<file path="config.mk">
export PLATFORM = sky130hd
export DESIGN_NAME = tcp_to_bus
export DESIGN_NICKNAME = d
export VERILOG_FILES = /design/src/rtl/tcp_to_bus.sv
export SDC_FILE = /design/constraint.sdc
export NUM_CORES = 1
export LEC_CHECK = 0
export BUFFER_PORTS_ARGS = -buffer_cell sky130_fd_sc_hd__buf_2
export CAP_MARGIN = 20
export CORE_MARGIN = 2
export CORE_UTILIZATION = 55
export CTS_CLUSTER_DIAMETER = 200
export DETAILED_ROUTE_END_ITERATION = 8
export PLACE_DENSITY = 0.73
export SYNTH_ARGS = -nofsm -noshare
export SYNTH_HDL_FRONTEND = slang
export SYNTH_SLANG_ARGS = --single-unit
</file>
<file path="constraint.sdc">
create_clock -name BUS_CLK -period 11.7 [get_ports BUS_CLK]
set_input_delay 1.17 -clock BUS_CLK [delete_from_list [all_inputs] [get_ports BUS_CLK]]
set_output_delay 1.17 -clock BUS_CLK [all_outputs]
set_load 0.01 [all_outputs]
</file>
<file path="src/rtl/tcp_to_bus.sv">
`default_nettype none
// ============================================================================
// Module      : tcp_to_bus
// Description : SiTCP byte stream to bus-write bridge; parses LEN/ADDR frames
//               from a receive FIFO and issues one bus write per data byte.
// Revision    : 1.0 - initial release
// ============================================================================
module tcp_to_bus #(
    parameter int DEPTH     = 16,
    parameter int ABUSWIDTH = 32
) (
    input  logic                 BUS_CLK,
    input  logic                 BUS_RST,
    input  logic                 TCP_RX_WR,
    input  logic [7:0]           TCP_RX_DATA,
    output logic [15:0]          TCP_RX_WC,
    input  logic                 RBCP_ACT,
    output logic                 BUS_WR,
    output logic [ABUSWIDTH-1:0] BUS_ADD,
    output logic [7:0]           BUS_DATA,
    output logic                 BUSY,
    output logic                 FRAME_DONE,
    output logic                 OVERFLOW
);

    localparam int c_PTR_W = $clog2(DEPTH);

    typedef enum logic [1:0] {
        ST_LEN_HI = 2'd0,
        ST_LEN_LO = 2'd1,
        ST_ADDR   = 2'd2,
        ST_DATA   = 2'd3
    } state_t;

    logic [7:0]           r_mem [DEPTH];
    logic [c_PTR_W-1:0]   r_wr_ptr;
    logic [c_PTR_W-1:0]   r_rd_ptr;
    logic [c_PTR_W:0]     r_count;
    logic                 r_overflow;

    state_t               r_state;
    logic [7:0]           r_len_hi;
    logic [15:0]          r_remain;
    logic [1:0]           r_addr_cnt;
    logic [23:0]          r_addr_sh;
    logic [ABUSWIDTH-1:0] r_cur_addr;
    logic                 r_bus_wr;
    logic [ABUSWIDTH-1:0] r_bus_add;
    logic [7:0]           r_bus_data;
    logic                 r_busy;
    logic                 r_frame_done;

    logic                 w_full;
    logic                 w_empty;
    logic                 w_pop;
    logic                 w_push;
    logic [7:0]           w_rd_data;
    logic [31:0]          w_addr_full;

    assign w_full      = (r_count == (c_PTR_W+1)'(DEPTH));
    assign w_empty     = (r_count == '0);
    assign w_pop       = !w_empty && !RBCP_ACT;
    // A pop in the same cycle frees a slot, so a push into a full FIFO is kept
    assign w_push      = TCP_RX_WR && (!w_full || w_pop);
    assign w_rd_data   = r_mem[r_rd_ptr];
    assign w_addr_full = {r_addr_sh, w_rd_data};

    assign TCP_RX_WC  = {{(15-c_PTR_W){1'b1}}, r_count};
    assign BUS_WR     = r_bus_wr;
    assign BUS_ADD    = r_bus_add;
    assign BUS_DATA   = r_bus_data;
    assign BUSY       = r_busy;
    assign FRAME_DONE = r_frame_done;
    assign OVERFLOW   = r_overflow;

    always_ff @(posedge BUS_CLK) begin
        if (w_push) begin
            r_mem[r_wr_ptr] <= TCP_RX_DATA;
        end
    end

    always_ff @(posedge BUS_CLK or posedge BUS_RST) begin
        if (BUS_RST) begin
            r_wr_ptr   <= '0;
            r_rd_ptr   <= '0;
            r_count    <= '0;
            r_overflow <= 1'b0;
        end else begin
            if (w_push) begin
                r_wr_ptr <= r_wr_ptr + c_PTR_W'(1);
            end
            if (w_pop) begin
                r_rd_ptr <= r_rd_ptr + c_PTR_W'(1);
            end
            if (w_push && !w_pop) begin
                r_count <= r_count + (c_PTR_W+1)'(1);
            end else if (w_pop && !w_push) begin
                r_count <= r_count - (c_PTR_W+1)'(1);
            end
            if (TCP_RX_WR && !w_push) begin
                r_overflow <= 1'b1;
            end
        end
    end

    always_ff @(posedge BUS_CLK or posedge BUS_RST) begin
        if (BUS_RST) begin
            r_state      <= ST_LEN_HI;
            r_len_hi     <= '0;
            r_remain     <= '0;
            r_addr_cnt   <= '0;
            r_addr_sh    <= '0;
            r_cur_addr   <= '0;
            r_bus_wr     <= 1'b0;
            r_bus_add    <= '0;
            r_bus_data   <= '0;
            r_busy       <= 1'b0;
            r_frame_done <= 1'b0;
        end else begin
            r_bus_wr     <= 1'b0;
            r_bus_add    <= '0;
            r_bus_data   <= '0;
            r_frame_done <= 1'b0;
            // BUSY stays up through the FRAME_DONE cycle, unless a new frame starts
            if (r_frame_done) begin
                r_busy <= 1'b0;
            end
            if (w_pop) begin
                case (r_state)
                    ST_LEN_HI: begin
                        r_len_hi <= w_rd_data;
                        r_busy   <= 1'b1;
                        r_state  <= ST_LEN_LO;
                    end
                    ST_LEN_LO: begin
                        r_remain   <= {r_len_hi, w_rd_data};
                        r_addr_cnt <= '0;
                        r_state    <= ST_ADDR;
                    end
                    ST_ADDR: begin
                        r_addr_sh  <= {r_addr_sh[15:0], w_rd_data};
                        r_addr_cnt <= r_addr_cnt + 2'd1;
                        if (r_addr_cnt == 2'd3) begin
                            r_cur_addr <= ABUSWIDTH'(w_addr_full);
                            if (r_remain == 16'd0) begin
                                r_frame_done <= 1'b1;
                                r_state      <= ST_LEN_HI;
                            end else begin
                                r_state <= ST_DATA;
                            end
                        end
                    end
                    ST_DATA: begin
                        r_bus_wr   <= 1'b1;
                        r_bus_add  <= r_cur_addr;
                        r_bus_data <= w_rd_data;
                        r_cur_addr <= r_cur_addr + ABUSWIDTH'(1);
                        r_remain   <= r_remain - 16'd1;
                        if (r_remain == 16'd1) begin
                            r_frame_done <= 1'b1;
                            r_state      <= ST_LEN_HI;
                        end
                    end
                    default: r_state <= ST_LEN_HI;
                endcase
            end
        end
    end

endmodule
`default_nettype wire
</file>
==> flow_summary.toml, run 1 <==
[final_layout]
area_delta_synth_final_pct = 12.7
stdcell_count = 1212
n_antenna_cell = 0
fillCellCount = 1528
mostFrequentLayoutCell = "dfrtp_1"
finalNetCount = 946
design_area_sq_mm = 0.0133
drive_gt1_share_pct = 21.7
final_cell_mix = "dfrtp_1, edfxtp_1, buf_2"

[synthesis]
avgSynthCellArea_sq_um = 13.5
synth_compound_area_share_pct = 7.81
synthAdderAreaFrac_pct = 2.08
synth-simple-area-share_pct = 11.6
ys.flop_type = "dfrtp_1"
synth_edf_count = 128
synthCells = 872
ys_seq_elements = 269
yosys.cell_types.count = 64
netlist_area_sq_mm = 0.0118
synth_top_family_by_area = "multiplexers"
synthXorXnorAreaFrac_pct = 0.819
seq_area_frac_synth_pct = 62.7
synthArstFlopShare_pct = 52.4
yosys_warnings = 0
synth.area.mux_share_pct = 11.7

[sta]
max_freq_mhz = 283
worstMarginPinSlew_ns = 0.880
slew_headroom_pct = 41.1
finalSetupTns_ns = 0
fin_crit_sh_pct = 30.2
rsz0062_at_grt = "false"
hold_violations = 0
finalSetupViolCount = 0
slew_violations = 0
fin_crit_ns = 3.53
clock_skew_ns = 0.0139

[min_path]
hold_path_depth = 1
whs_endpoint = "OVERFLOW$_DFFE_PP0P_"
holdCritStartpoint = "OVERFLOW$_DFFE_PP0P_"
hold_path.class = "flip-flop to flip-flop"

[placement]
place_inst = 1159
dp_hpwl_mm = 15.7
place_area_sq_mm = 0.0122
io_buffers = 60
place.gp.congestion = 0.824

[detailed_routing]
drtIter0Drc = 588
drtAntennaViolNets = 0
dr.pass1.iters = 5
viasPerCell = 6.13
wl_per_cell_microns = 20.7
drc = 0
routed_wl_mm = 25.1
vias = 7426

[floorplanning]
initial_core_util_pct = 56.0
core_area_sq_mm = 0.0210
fp-row-count = 53
die_w_microns = 150
die_area_sq_mm = 0.0226
die_h_microns = 150
ioPinCount = 72

[clocking]
htreeDepth = 1
cts_setup_buffers = 0
clock_tree.buffer_depth = 3
cts-resized-gates = 0
clkLatencyLatePin_ns = 0.54
cts_buffers = 28
cts_tree = "yes"
clkSinkCount = 269
cts_root_buf = "clkbuf_16"
ctsHoldBuffers = 0
clk_pin_slew_ns = 0.06

[power_and_ir_drop]
powerDensity_mw_per_mm2 = 261
total_leakage_power_nw = 5.38
ir_drop_mv = 0.144

[setup_path]
worst-setup-path-type = "flip-flop to flip-flop"
cp-end-kind = "flip-flop"
ff2ff_setup_slack_ns = 8.17
r2r_end = "r_count[4]$_DFFE_PP0P_"
reg2reg_depth = 12
cp_max_fo = 49
required_ns = 12.12
cp-start-kind = "flip-flop"
cp.arrival_ns = 3.95
r2r_start = "r_count[0]$_DFFE_PP0P_"

[grt]
grt_pass1_vias = 7160
grt_max_degree = 99
grt-ovfl-total = 0
grt_pass1_wl_mm = 40.1
track_usage_pct = 22.8
antenna_found_initial = 0

[run]
cap_violations = 0

[status]
status = "completed"
## metal layers
metal  part of all wire, %  GRT usage [%]
met5                     0              0
met2                    49           37.7
met1                    44           32.6
met4                   2.0           5.47
met3                   4.8           2.97
## logic make-up after synthesis
group	count (synthesis)
flops	269
simple gates	259
mux	86
compound gates	139
fa+ha+maj	19
buf+inv	88
other cells	1
xor+xnor	11
## cells in the mapped netlist, types with 9 or more instances
cell	instances	area share (%)
buf_4	12	0.77
inv_1	23	0.73
edfxtp_1	128	33
ha_1	18	1.9
nor2_1	43	1.4
nand3_1	23	0.98
and2_1	10	0.53
and3_1	47	2.5
xnor2_1	9	0.67
o21ai_0	35	1.5
buf_2	12	0.51
nand2_1	56	1.8
mux2_2	32	3.1
mux4_2	38	7.3
clkbuf_1	38	1.2
mux2i_1	16	1.4
o22ai_1	23	1.2
nand4_1	17	0.90
dfrtp_1	141	30
a21oi_1	27	1.1
nor3_1	25	1.1
## registers in the layout (all words and copies together) (netlist names)
signal,cells
BUSY,1
BUS_ADD,32
BUS_DATA,8
BUS_WR,1
FRAME_DONE,1
OVERFLOW,1
r_addr_cnt,2
r_addr_sh,24
r_count,5
r_cur_addr,32
r_len_hi,8
r_mem,128
r_rd_ptr,4
r_remain,16
r_state,2
r_wr_ptr,4
## where the power goes
part | switching, W | internal [W]
registers | 0.000243 | 0.00122
logic | 0.000556 | 0.000468
clock network | 0.000367 | 0.000603
## area by class of cell
type / instances / area, sq um / area share (%)
clock inverter: 17 / 278 / 2.09
timing repair buffer: 68 / 380 / 2.87
sequential: 269 / 7370 / 55.6
clock buffer: 35 / 737 / 5.56
tap: 275 / 344 / 2.60
inverter: 23 / 91.3 / 0.689
multi-input combinational: 525 / 4050 / 30.6
## critical path: stages (launching register included)
cell and delay, ns:
dfrtp_1 0.45, nor4_1 0.74, a21oi_4 0.10, buf_4 0.30
inv_1 0.38, ha_1 0.25, inv_1 0.10, fa_1 0.42
a21o_1 0.17, a21oi_1 0.17, xnor2_1 0.13, nor2_1 0.06
xnor2_1 0.12
## how the worst max path moves through the flow
stage	end	slack [ns]	cells after the start	startpoint
after floorplan	BUSY$_DFF_PP0_	6.75	1	BUS_RST
after global placement	r_count[4]$_DFFE_PP0P_	8.05	12	RBCP_ACT
after detailed placement	r_count[4]$_DFFE_PP0P_	8.02	12	RBCP_ACT
after CTS	r_count[4]$_DFFE_PP0P_	8.18	12	r_count[0]$_DFFE_PP0P_
after global routing	r_count[4]$_DFFE_PP0P_	7.89	12	r_count[0]$_DFFE_PP0P_
final	r_count[4]$_DFFE_PP0P_	8.17	12	r_count[0]$_DFFE_PP0P_
## through the flow
step | utilization [%] | hold slack [ns] | power [W] | worst slack, ns
floorplan | - | 0.450 | 0.00217 | 6.75
global placement | 58.1 | 0.443 | 0.00245 | 8.05
detailed placement | 58.1 | 0.455 | 0.00249 | 8.02
CTS | 62.9 | 0.462 | 0.00347 | 8.18
global route | 63.1 | 0.485 | 0.00365 | 7.89
finish | 63.1 | 0.461 | 0.00346 | 8.17
(Power assumes the default switching activity.)
==> run 2: changes to the inputs <==
- clock period: 11.7 -> 3.3 ns (I/O delays scaled with it)
==> flow_summary.toml, run 2 (synthesis gave the netlist of run 1 again) <==
[final_layout]
final_cell_mix = "dfrtp_1, edfxtp_1, buf_2"
design_area_sq_mm = 0.0132
area_delta_synth_final_pct = 12.5
n_antenna_cell = 0
finalNetCount = 954
fillCellCount = 1560
top_register = "r_mem"
mostFrequentLayoutCell = "dfrtp_1"
largest_register_ff_count = 128
drive_gt1_share_pct = 22.2

[clocking]
clkLatencyLatePin_ns = 0.55
cts_root_buf = "clkbuf_16"
ctsHoldBuffers = 0
cts_tree = "yes"
clkSinkCount = 269
cts-resized-gates = 0
cts_setup_buffers = 0
clock_tree.buffer_depth = 3
cts_buffers = 28
clk_pin_slew_ns = 0.06
htreeDepth = 1

[placement]
pre_cts_ws_ns = 0.469
place.gp.congestion = 0.797
place_area_sq_mm = 0.0123
io_buffers = 60
dp_hpwl_mm = 15.8

[detailed_routing]
wl_per_cell_microns = 20.1
dr.pass1.iters = 5
drtAntennaViolNets = 0
drtIter0Drc = 629
vias = 7305
drc = 0
viasPerCell = 5.99
routed_wl_mm = 24.6

[setup_path]
cp.arrival_ns = 3.26
reg2reg_depth = 10
required_ns = 3.72
cp_max_fo = 6
cp-end-kind = "flip-flop"
cp-start-kind = "flip-flop"
worst-setup-path-type = "flip-flop to flip-flop"

[grt]
grt-ovfl-total = 0
track_usage_pct = 22.3
grt_max_degree = 142
grt_pass1_wl_mm = 39.1
antenna_found_initial = 0
grt_pass1_vias = 7046

[sta]
fin_crit_sh_pct = 86.1
finalSetupViolCount = 0
worstMarginPinSlew_ns = 0.856
slew_headroom_pct = 42.7
finalSetupTns_ns = 0
max_freq_mhz = 352
slew_violations = 0
fin_crit_ns = 2.84
rsz0062_at_grt = "false"
hold_violations = 16
setup_slack_ns = 0.460
holdWs_ns = -0.0570
clock_skew_ns = 0.0134

[power_and_ir_drop]
total_leakage_power_nw = 5.38
powerDensity_mw_per_mm2 = 904
ir_drop_mv = 0.748

[status]
violations = "hold timing"
status = "complete, but fails checks"

[floorplanning]
die_area_sq_mm = 0.0226
die_h_microns = 150
initial_core_util_pct = 56.0
fp-row-count = 53
ioPinCount = 72
core_area_sq_mm = 0.0210
die_w_microns = 150

[run]
cap_violations = 0

[min_path]
hold_path.class = "primary input to async pin"
run 2: path summary, 6_finish.rpt:
path,slack (ns),to,startpoint
worst max-delay path,0.46,r_count[4]$_DFFE_PP0P_,r_count[0]$_DFFE_PP0P_
worst min-delay path,-0.06,r_count[1]$_DFFE_PP0P_,BUS_RST
worst max register to register,0.46,r_count[4]$_DFFE_PP0P_,r_count[0]$_DFFE_PP0P_
worst min register to register,0.46,OVERFLOW$_DFFE_PP0P_,OVERFLOW$_DFFE_PP0P_
max in group asynchronous,2.68,r_rd_ptr[0]$_DFFE_PP0P_,BUS_RST
min in group BUS_CLK,0.08,OVERFLOW$_DFFE_PP0P_,TCP_RX_WR
run 2: final cells by class:
class	instances	area, sq um	area share (%)
inverters	23	90.1	0.681
well taps	275	344	2.60
flip-flops and latches	269	7370	55.7
clock inverters	16	184	1.39
multi-input cells	525	4050	30.6
clock buffers	36	741	5.60
repair buffers	76	445	3.37
run 2: power by group:
group	leakage, nW	internal, W	switching [W]
Sequential	2.94	0.00432	0.000812
Combinational	1.99	0.00170	0.00200
Clock	0.449	0.00183	0.00130
Total	5.38	0.00786	0.00411
run 2: per-stage QoR:
stage | cells | utilization (%) | power (W)
5_1_grt | 1220 | 62.9 | 0.0126
3_3_place_gp | 1168 | 58.5 | 0.00874
6_report | 1220 | 62.9 | 0.0120
4_1_cts | 1220 | 62.9 | 0.0120
2_1_floorplan | 882 | - | 0.00770
3_5_place_dp | 1168 | 58.5 | 0.00888
run 2: routing by layer:
layer  vias to the layer above  GRT usage [%]  routed length, microns
met5                         -              0                       0
met4                         0           5.00                     385
met3                        30           3.52                    1120
met2                       199           37.9                   12400
met1                      3688           30.7                   10600
li1                       3388              -                       -
run 2: worst max-delay path, stage by stage (launching register included):
cell and delay, ns:
dfrtp_1 0.45, or4_1 0.64, o31a_1 0.30, ha_1 0.21, inv_1 0.15, ha_1 0.29, a21o_1 0.19, a21oi_1 0.18
xnor2_1 0.14, nor2_1 0.06, xnor2_1 0.12
